===== config.mk =====
export PLATFORM = sky130hd
export DESIGN_NAME = ifetch_line_buffer
export DESIGN_NICKNAME = d
export VERILOG_FILES = /design/src/rtl/ifetch_pkg.sv /design/src/rtl/ifetch_line_store.sv /design/src/rtl/ifetch_line_buffer.sv
export SDC_FILE = /design/constraint.sdc
export NUM_CORES = 1
export LEC_CHECK = 0
export CAP_MARGIN = 5
export CORE_ASPECT_RATIO = 0.7
export CORE_UTILIZATION = 51
export CTS_BUF_LIST = sky130_fd_sc_hd__clkbuf_8
export CTS_CLUSTER_SIZE = 12
export DETAILED_ROUTE_END_ITERATION = 8
export PLACE_DENSITY_LB_ADDON = 0.15
export SLEW_MARGIN = 30
export SYNTH_ARGS = -nofsm -noshare
export SYNTH_HDL_FRONTEND = slang
export SYNTH_HIERARCHICAL = 1
export SYNTH_SLANG_ARGS = --single-unit

===== constraint.sdc =====
create_clock -name clk_i -period 11.2 [get_ports clk_i]
set_clock_uncertainty 0.1 [all_clocks]
set_input_delay 2.24 -clock clk_i [delete_from_list [all_inputs] [get_ports clk_i]]
set_output_delay 2.24 -clock clk_i [all_outputs]
set_load 0.01 [all_outputs]

===== src/rtl/ifetch_pkg.sv =====
// Shared types and sizing helpers for the instruction-fetch line buffer.
package ifetch_pkg;

  localparam int DEF_ADDR_W     = 32;
  localparam int DEF_DATA_W     = 32;
  localparam int DEF_LINE_WORDS = 8;

  typedef enum logic [1:0] {
    S_IDLE = 2'd0,
    S_REQ  = 2'd1,
    S_FILL = 2'd2
  } state_t;

  // Byte-offset width of a line: word index bits plus the two byte-lane bits.
  function automatic int off_width(input int line_words);
    return $clog2(line_words) + 2;
  endfunction

  function automatic int line_width(input int line_words, input int data_w);
    return line_words * data_w;
  endfunction

endpackage


===== src/rtl/ifetch_line_store.sv =====
// Single-line instruction store: valid/tag/data registers, fill write port, word read mux.
module ifetch_line_store
  import ifetch_pkg::*;
#(
  parameter int DATA_W     = DEF_DATA_W,
  parameter int LINE_WORDS = DEF_LINE_WORDS,
  parameter int TAG_W      = DEF_ADDR_W - off_width(DEF_LINE_WORDS),
  parameter int WORD_W     = $clog2(DEF_LINE_WORDS),
  parameter int LINE_W     = line_width(DEF_LINE_WORDS, DEF_DATA_W)
) (
  input  logic              clk_i,
  input  logic              rst_i,
  input  logic              i_clr_valid,
  input  logic              i_fill_we,
  input  logic              i_fill_valid,
  input  logic [TAG_W-1:0]  i_fill_tag,
  input  logic [LINE_W-1:0] i_fill_data,
  input  logic [TAG_W-1:0]  i_rd_tag,
  input  logic [WORD_W-1:0] i_rd_word,
  output logic              o_tag_hit,
  output logic [DATA_W-1:0] o_rd_data
);

  logic              r_valid;
  logic [TAG_W-1:0]  r_tag;
  logic [DATA_W-1:0] r_words [LINE_WORDS];

  always_ff @(posedge clk_i or posedge rst_i) begin
    if (rst_i) begin
      r_valid <= 1'b0;
      r_tag   <= '0;
      for (int i = 0; i < LINE_WORDS; i++) r_words[i] <= '0;
    end else if (i_fill_we) begin
      // A fill always lands its data; validity is decided by the caller.
      r_valid <= i_fill_valid;
      r_tag   <= i_fill_tag;
      for (int i = 0; i < LINE_WORDS; i++) r_words[i] <= i_fill_data[i*DATA_W +: DATA_W];
    end else if (i_clr_valid) begin
      r_valid <= 1'b0;
    end
  end

  assign o_tag_hit = r_valid & (r_tag == i_rd_tag);
  assign o_rd_data = r_words[i_rd_word];

endmodule


===== src/rtl/ifetch_line_buffer.sv =====
// Instruction-fetch responder: zero-latency hits from one line buffer, refilled over req/ack.
// Memory handshake: mem_enable_o/mem_addr_o stay asserted and stable from the first REQ
// cycle until the cycle mem_ack_i is high; mem_ack_i is a one-cycle strobe that also
// qualifies mem_data_i, and is ignored in any state other than REQ.
module ifetch_line_buffer
  import ifetch_pkg::*;
#(
  parameter int ADDR_W     = DEF_ADDR_W,
  parameter int DATA_W     = DEF_DATA_W,
  parameter int LINE_WORDS = DEF_LINE_WORDS,
  localparam int OFF_W     = off_width(LINE_WORDS),
  localparam int LINE_W    = line_width(LINE_WORDS, DATA_W),
  localparam int TAG_W     = ADDR_W - OFF_W,
  localparam int WORD_W    = OFF_W - 2
) (
  input  logic              clk_i,
  input  logic              rst_i,
  input  logic              start_i,
  input  logic              flush_i,
  input  logic [ADDR_W-1:0] pc_i,
  output logic [DATA_W-1:0] instr_o,
  output logic              stall_o,
  output logic              mem_enable_o,
  output logic [ADDR_W-1:0] mem_addr_o,
  input  logic [LINE_W-1:0] mem_data_i,
  input  logic              mem_ack_i,
  output logic [1:0]        dbg_state_o
);

  state_t              r_state;
  state_t              w_next;
  logic [ADDR_W-1:0]   r_miss_addr;
  logic                r_flush_pend;
  logic [TAG_W-1:0]    w_pc_tag;
  logic [WORD_W-1:0]   w_pc_word;
  logic                w_tag_hit;
  logic                w_hit;
  logic [DATA_W-1:0]   w_rd_data;
  logic                w_fill_we;
  logic                w_fill_valid;
  logic                w_clr_valid;
  logic                w_unused_pc_lsb;

  assign w_pc_tag        = pc_i[ADDR_W-1:OFF_W];
  assign w_pc_word       = pc_i[OFF_W-1:2];
  assign w_unused_pc_lsb = ^pc_i[1:0];

  ifetch_line_store #(
    .DATA_W    (DATA_W),
    .LINE_WORDS(LINE_WORDS),
    .TAG_W     (TAG_W),
    .WORD_W    (WORD_W),
    .LINE_W    (LINE_W)
  ) u_store (
    .clk_i       (clk_i),
    .rst_i       (rst_i),
    .i_clr_valid (w_clr_valid),
    .i_fill_we   (w_fill_we),
    .i_fill_valid(w_fill_valid),
    .i_fill_tag  (r_miss_addr[ADDR_W-1:OFF_W]),
    .i_fill_data (mem_data_i),
    .i_rd_tag    (w_pc_tag),
    .i_rd_word   (w_pc_word),
    .o_tag_hit   (w_tag_hit),
    .o_rd_data   (w_rd_data)
  );

  assign w_hit = start_i & w_tag_hit & (r_state == S_IDLE);

  always_comb begin
    w_next       = r_state;
    w_fill_we    = 1'b0;
    w_fill_valid = 1'b0;
    w_clr_valid  = 1'b0;
    case (r_state)
      S_IDLE: begin
        w_clr_valid = flush_i;
        if (start_i && !w_hit) w_next = S_REQ;
      end
      S_REQ: begin
        if (mem_ack_i) begin
          w_fill_we    = 1'b1;
          // A flush seen at any point of the miss leaves the fresh line invalid.
          w_fill_valid = ~(r_flush_pend | flush_i);
          w_next       = S_FILL;
        end
      end
      S_FILL: begin
        w_clr_valid = flush_i;
        w_next      = S_IDLE;
      end
      default: w_next = S_IDLE;
    endcase
  end

  always_ff @(posedge clk_i or posedge rst_i) begin
    if (rst_i) begin
      r_state      <= S_IDLE;
      r_miss_addr  <= '0;
      r_flush_pend <= 1'b0;
    end else begin
      r_state <= w_next;
      if (r_state == S_IDLE && w_next == S_REQ) r_miss_addr <= {w_pc_tag, {OFF_W{1'b0}}};
      if (r_state == S_FILL) r_flush_pend <= 1'b0;
      else if (r_state == S_REQ && flush_i) r_flush_pend <= 1'b1;
    end
  end

  assign mem_enable_o = (r_state == S_REQ);
  assign mem_addr_o   = (r_state == S_REQ) ? r_miss_addr : '0;
  assign stall_o      = start_i & ~w_hit;
  assign instr_o      = w_hit ? w_rd_data : '0;
  assign dbg_state_o  = r_state;

endmodule


* Word-level counts from Yosys, hierarchy flattened *
Index checks and enable logic that the tools add are counted.

word-level totals
  bits in registers = 314
  output and inout bits = 68
  logic and storage cells = 51

cells by class
  reductions and logical operators = 8
  bitwise logic cells = 8
  $lt $le $gt $ge = 1
  eq/ne operators = 4
  mux-type cells = 17

operators with widths
  kind                                                             number
  32-bit 2-to-1 mux                                                4
  32-bit binary-select mux with 3-bit select                       1
  27-bit == test                                                   1
  1-bit 2-to-1 mux                                                 9
  1-bit bitwise AND                                                4
  2-bit by 1-bit == test with 1-bit output, second input constant  2
  4-bit greater-or-equal comparator, second input constant         1
  2-bit 2-to-1 mux                                                 2
  3-bit inverter with 4-bit output                                 1
  2-bit one-hot mux with 2 select lines                            1
  2-bit nonzero test                                               2
  1-bit logical AND                                                3
  2-bit == test, second input constant                             1
  2-bit zero test                                                  1
  1-bit inverter                                                   2
  2-bit OR reduction                                               1
  1-bit zero test                                                  1
  1-bit OR                                                         1

* Depth between registers and ports, before layout *
  depth after elaboration = 10
  gate-level depth with buffers = 8
  gate-level depth less buffers = 6

* Hierarchy *
The synthesis kept the hierarchy.

by module, submodules not included
  module              instances  area an instance (um^2)  cells each
  ifetch_line_store   1          12877.4                  753
  ifetch_line_buffer  1          1635.3                   146

* Worst setup path after synthesis *
OpenSTA, ideal clock, no wires.

  path type = input to output
  start point = input port pc_i[24]
  end point = output port instr_o[10]
  data required time = 8.860 ns
  buffers on the path = 1
  setup slack = 4.664 ns
  arrival time = 4.196 ns
  stages = 7
  cells stage by stage = xnor2_1 -> nand4_1 -> or4_1 -> nor4_1 -> and4bb_2 -> clkbuf_1 -> and2_1

between the ends
  longest elaborated chain between the ends = 5

RTL lines
  element                         RTL line                   source
  start, declared                 ifetch_line_buffer.sv:20   input logic [ADDR_W-1:0] pc_i,
  27-bit == test                  ifetch_line_store.sv:43    assign o_tag_hit = r_valid & (r_tag == i_rd_tag);
  1-bit bitwise AND               ifetch_line_store.sv:43
  named net w_tag_hit             ifetch_line_buffer.sv:36   logic w_tag_hit;
  1-bit bitwise AND (2 in a row)  ifetch_line_buffer.sv:68   assign w_hit = start_i & w_tag_hit & (r_state == S_IDLE);
  32-bit 2-to-1 mux               ifetch_line_buffer.sv:112  assign instr_o = w_hit ? w_rd_data : '0;
  end, declared                   ifetch_line_buffer.sv:21   output logic [DATA_W-1:0] instr_o,

The timed path passes the listed nets, and every way through them passes these cells.

* Final worst setup path *
  start point = input port pc_i[24]
  end point = output port instr_o[18]

The elaborated chain is that of the path after synthesis.

==> reports/results.ini <==
[outcome]
status=finished clean

[floorplan]
initial_core_util=0.520
die_w_um=204
core_area_um2=27900
ios=361
dieArea_um2=29100
rows=51
die_y_um=143

[worst_setup_path]
reg2reg_from=dbg_state_o[0]
worstSetupPathType=in -> out
reg2reg_setup_slack_ns=7.76
cp-end-kind=primary output
cp_data_arrival_time_ns=5.97
required_ns=8.86
r2r_end=u_store/r_words[173]
crit_path_max_fanout=32
critPathLaunchType=input pin
r2r_cells=5

[timing]
fin_setup_tns_ns=0
finalSetupViolCount=0
max_freq_mhz=120
worstMarginPinSlew_ns=0.928
timing.final.crit_share=0.742
period_needed_ns=8.31
rsz0062_at_grt=no
hold_violations=0
drv_slew=0
slew_headroom=0.381

[route]
first_pass_iters=4
routed_via_density=5.30
vias=8829
drt_iter0_markers=368
detail-route-antenna-nets=0
wire_per_inst_um=20.6
drc=0
drt_wl_total_um=34400

[place]
io_buffers=353
dp_hpwl_um=22700
dpl_cell_area_um2=18300
place.gp.congestion=0.769

[power_and_ir_drop]
powerDensity_nw_per_um2=223
p_leak_nw=7.89
ir_drop_mv=0.129

[synth]
ys.flop_type=dfrtp_1
synthCells=899
netlist_top_cells_area=dfrtp_1, mux2_2, mux4_1, mux4_2, and2_1
syn_avg_cell_area_um2=16.1
synthAdderAreaFrac=0
synth-edff-count=0
synth_compound_area_frac=0.00181
yosys-top-cells-count=mux2_2, dfrtp_1, and2_1
synth_top_area_share=0.541
synth-simple-area-share=0.0370
synth_seq_cells=314
synth.most_common_cell=mux2_2
synthXorXnorAreaFrac=0.0163
synth_top_family_by_area=multiplexers
async_flop_share=1.00
yosysSeqAreaShare=0.541
ys_types=34
synthMuxAreaShare=0.377
synth_top_area_cell=dfrtp_1
syn-cell-area_um2=14500
ys_warn_count=6

[hold_path]
hold_end=u_store/r_words[157]
hold_depth=1
hold_start=u_store/r_words[157]
hp-class=reg -> reg

[clock_tree]
cts.sink_count=314
htree_num_levels=2
cts_resized=0
cts_buffers=49
clk_latency_ns=0.57
clock-root-buffer=clkbuf_8
cts_setup_buffers=0
cts_buffer_depth=3
path_clk_slew_ns=0.06
cts_tree=done
holdBufCountCts=0

[global_route]
grt_usage=0.240
first_global_vias=9614
grt_pass1_wl_um=53400
antenna_found_initial=5
grt_overflow=0
grt_max_degree=139

[finish]
finish.net_count=1549
area_growth_pct=33.1
drive_gt1_frac=0.359
final_cell_area_um2=19300

[run]
drv_cap=0

-- kinds of logic (layout without fill, tap and decap cells) --
logic type,after synthesis,after routing
other,1,9
buffers and inverters,65,453
flip-flops,314,314
XOR/XNOR,27,27
AO/OA/AOI/OAI,4,4
AND/OR/NAND/NOR,82,82
multiplexers,406,406
-- stage by stage --
step / worst slack, ns / util / cells / hold WS (ns) / power, mW
finish: 2.89 / 0.693 / 1666 / 0.398 / 4.31
global route: 2.59 / 0.693 / 1662 / 0.416 / 4.58
CTS: 2.89 / 0.692 / 1661 / 0.402 / 4.36
detailed placement: 2.88 / 0.655 / 1575 / 0.387 / 3.33
global placement: 2.96 / 0.654 / 1573 / 0.380 / 3.26
floorplan: 1.02 / - / 903 / 0.367 / 2.93
-- worst max-delay path: stages --
cell	delay [ns]
clkdlybuf4s50_1	0.44
xnor2_1	0.22
nand4_1	0.10
or4_1	0.58
nor4_1	0.60
and4bb_2	0.98
and2_1	0.22
clkdlybuf4s50_1	0.57
-- sequential cells by signal (all words and copies together) (netlist names) --
register / count
u_store/r_words: 256
r_miss_addr: 27
u_store/r_tag: 27
dbg_state_o: 2
r_flush_pend: 1
u_store/r_valid: 1
-- layout make-up --
cell class | count | area [um2]
clock buffers | 60 | 826
flip-flops and latches | 314 | 7860
inverters | 2 | 20.0
multi-input cells | 524 | 6290
clock inverters | 26 | 186
fillers | 1923 | 8560
well taps | 371 | 464
diodes | 4 | 10.0
repair buffers | 365 | 3660
-- layer usage --
metal / vias to the layer above / GRT usage / part of all wire
li1: 4029 / - / -
met1: 4480 / 0.324 / 0.44
met2: 266 / 0.372 / 0.46
met3: 50 / 0.0746 / 0.080
met4: 4 / 0.0720 / 0.020
met5: - / 0 / 0.00081
-- worst max path at each step --
stage                     cells after the start     start                to
after global routing                          8  pc_i[24]       instr_o[18]
final                                         8  pc_i[24]       instr_o[18]
after detailed placement                      8   pc_i[5]       instr_o[18]
after CTS                                     8  pc_i[24]        instr_o[6]
after floorplan                               1     rst_i  u_store/r_tag[0]
after global placement                        8  pc_i[24]       instr_o[18]
-- power by group --
part / internal, mW / total [mW] / switching (mW) / leakage, nW
clock network: 0.551 / 1.00 / 0.448 / 0.584
logic: 0.913 / 1.32 / 0.406 / 3.63
registers: 1.70 / 1.99 / 0.292 / 3.68
-- layout by cell type (no fill, tap or decap), types with 2 or more instances in the layout --
cell	synthesis	layout
clkdlybuf4s50_1	0	350
mux2_2	324	324
dfrtp_1	314	314
and2_1	61	60
clkbuf_8	0	60
mux4_2	33	33
mux4_1	31	31
xnor2_1	27	27
inv_1	2	18
mux2_4	17	17
buf_4	5	8
nand4_1	7	7
conb_1	1	5
clkinv_2	0	5
diode_2	0	4
buf_12	1	4
bufinv_16	0	3
or2b_1	2	2
nor2_1	2	2
buf_2	31	2
No activity file was read; power rests on OpenSTA's default activity.
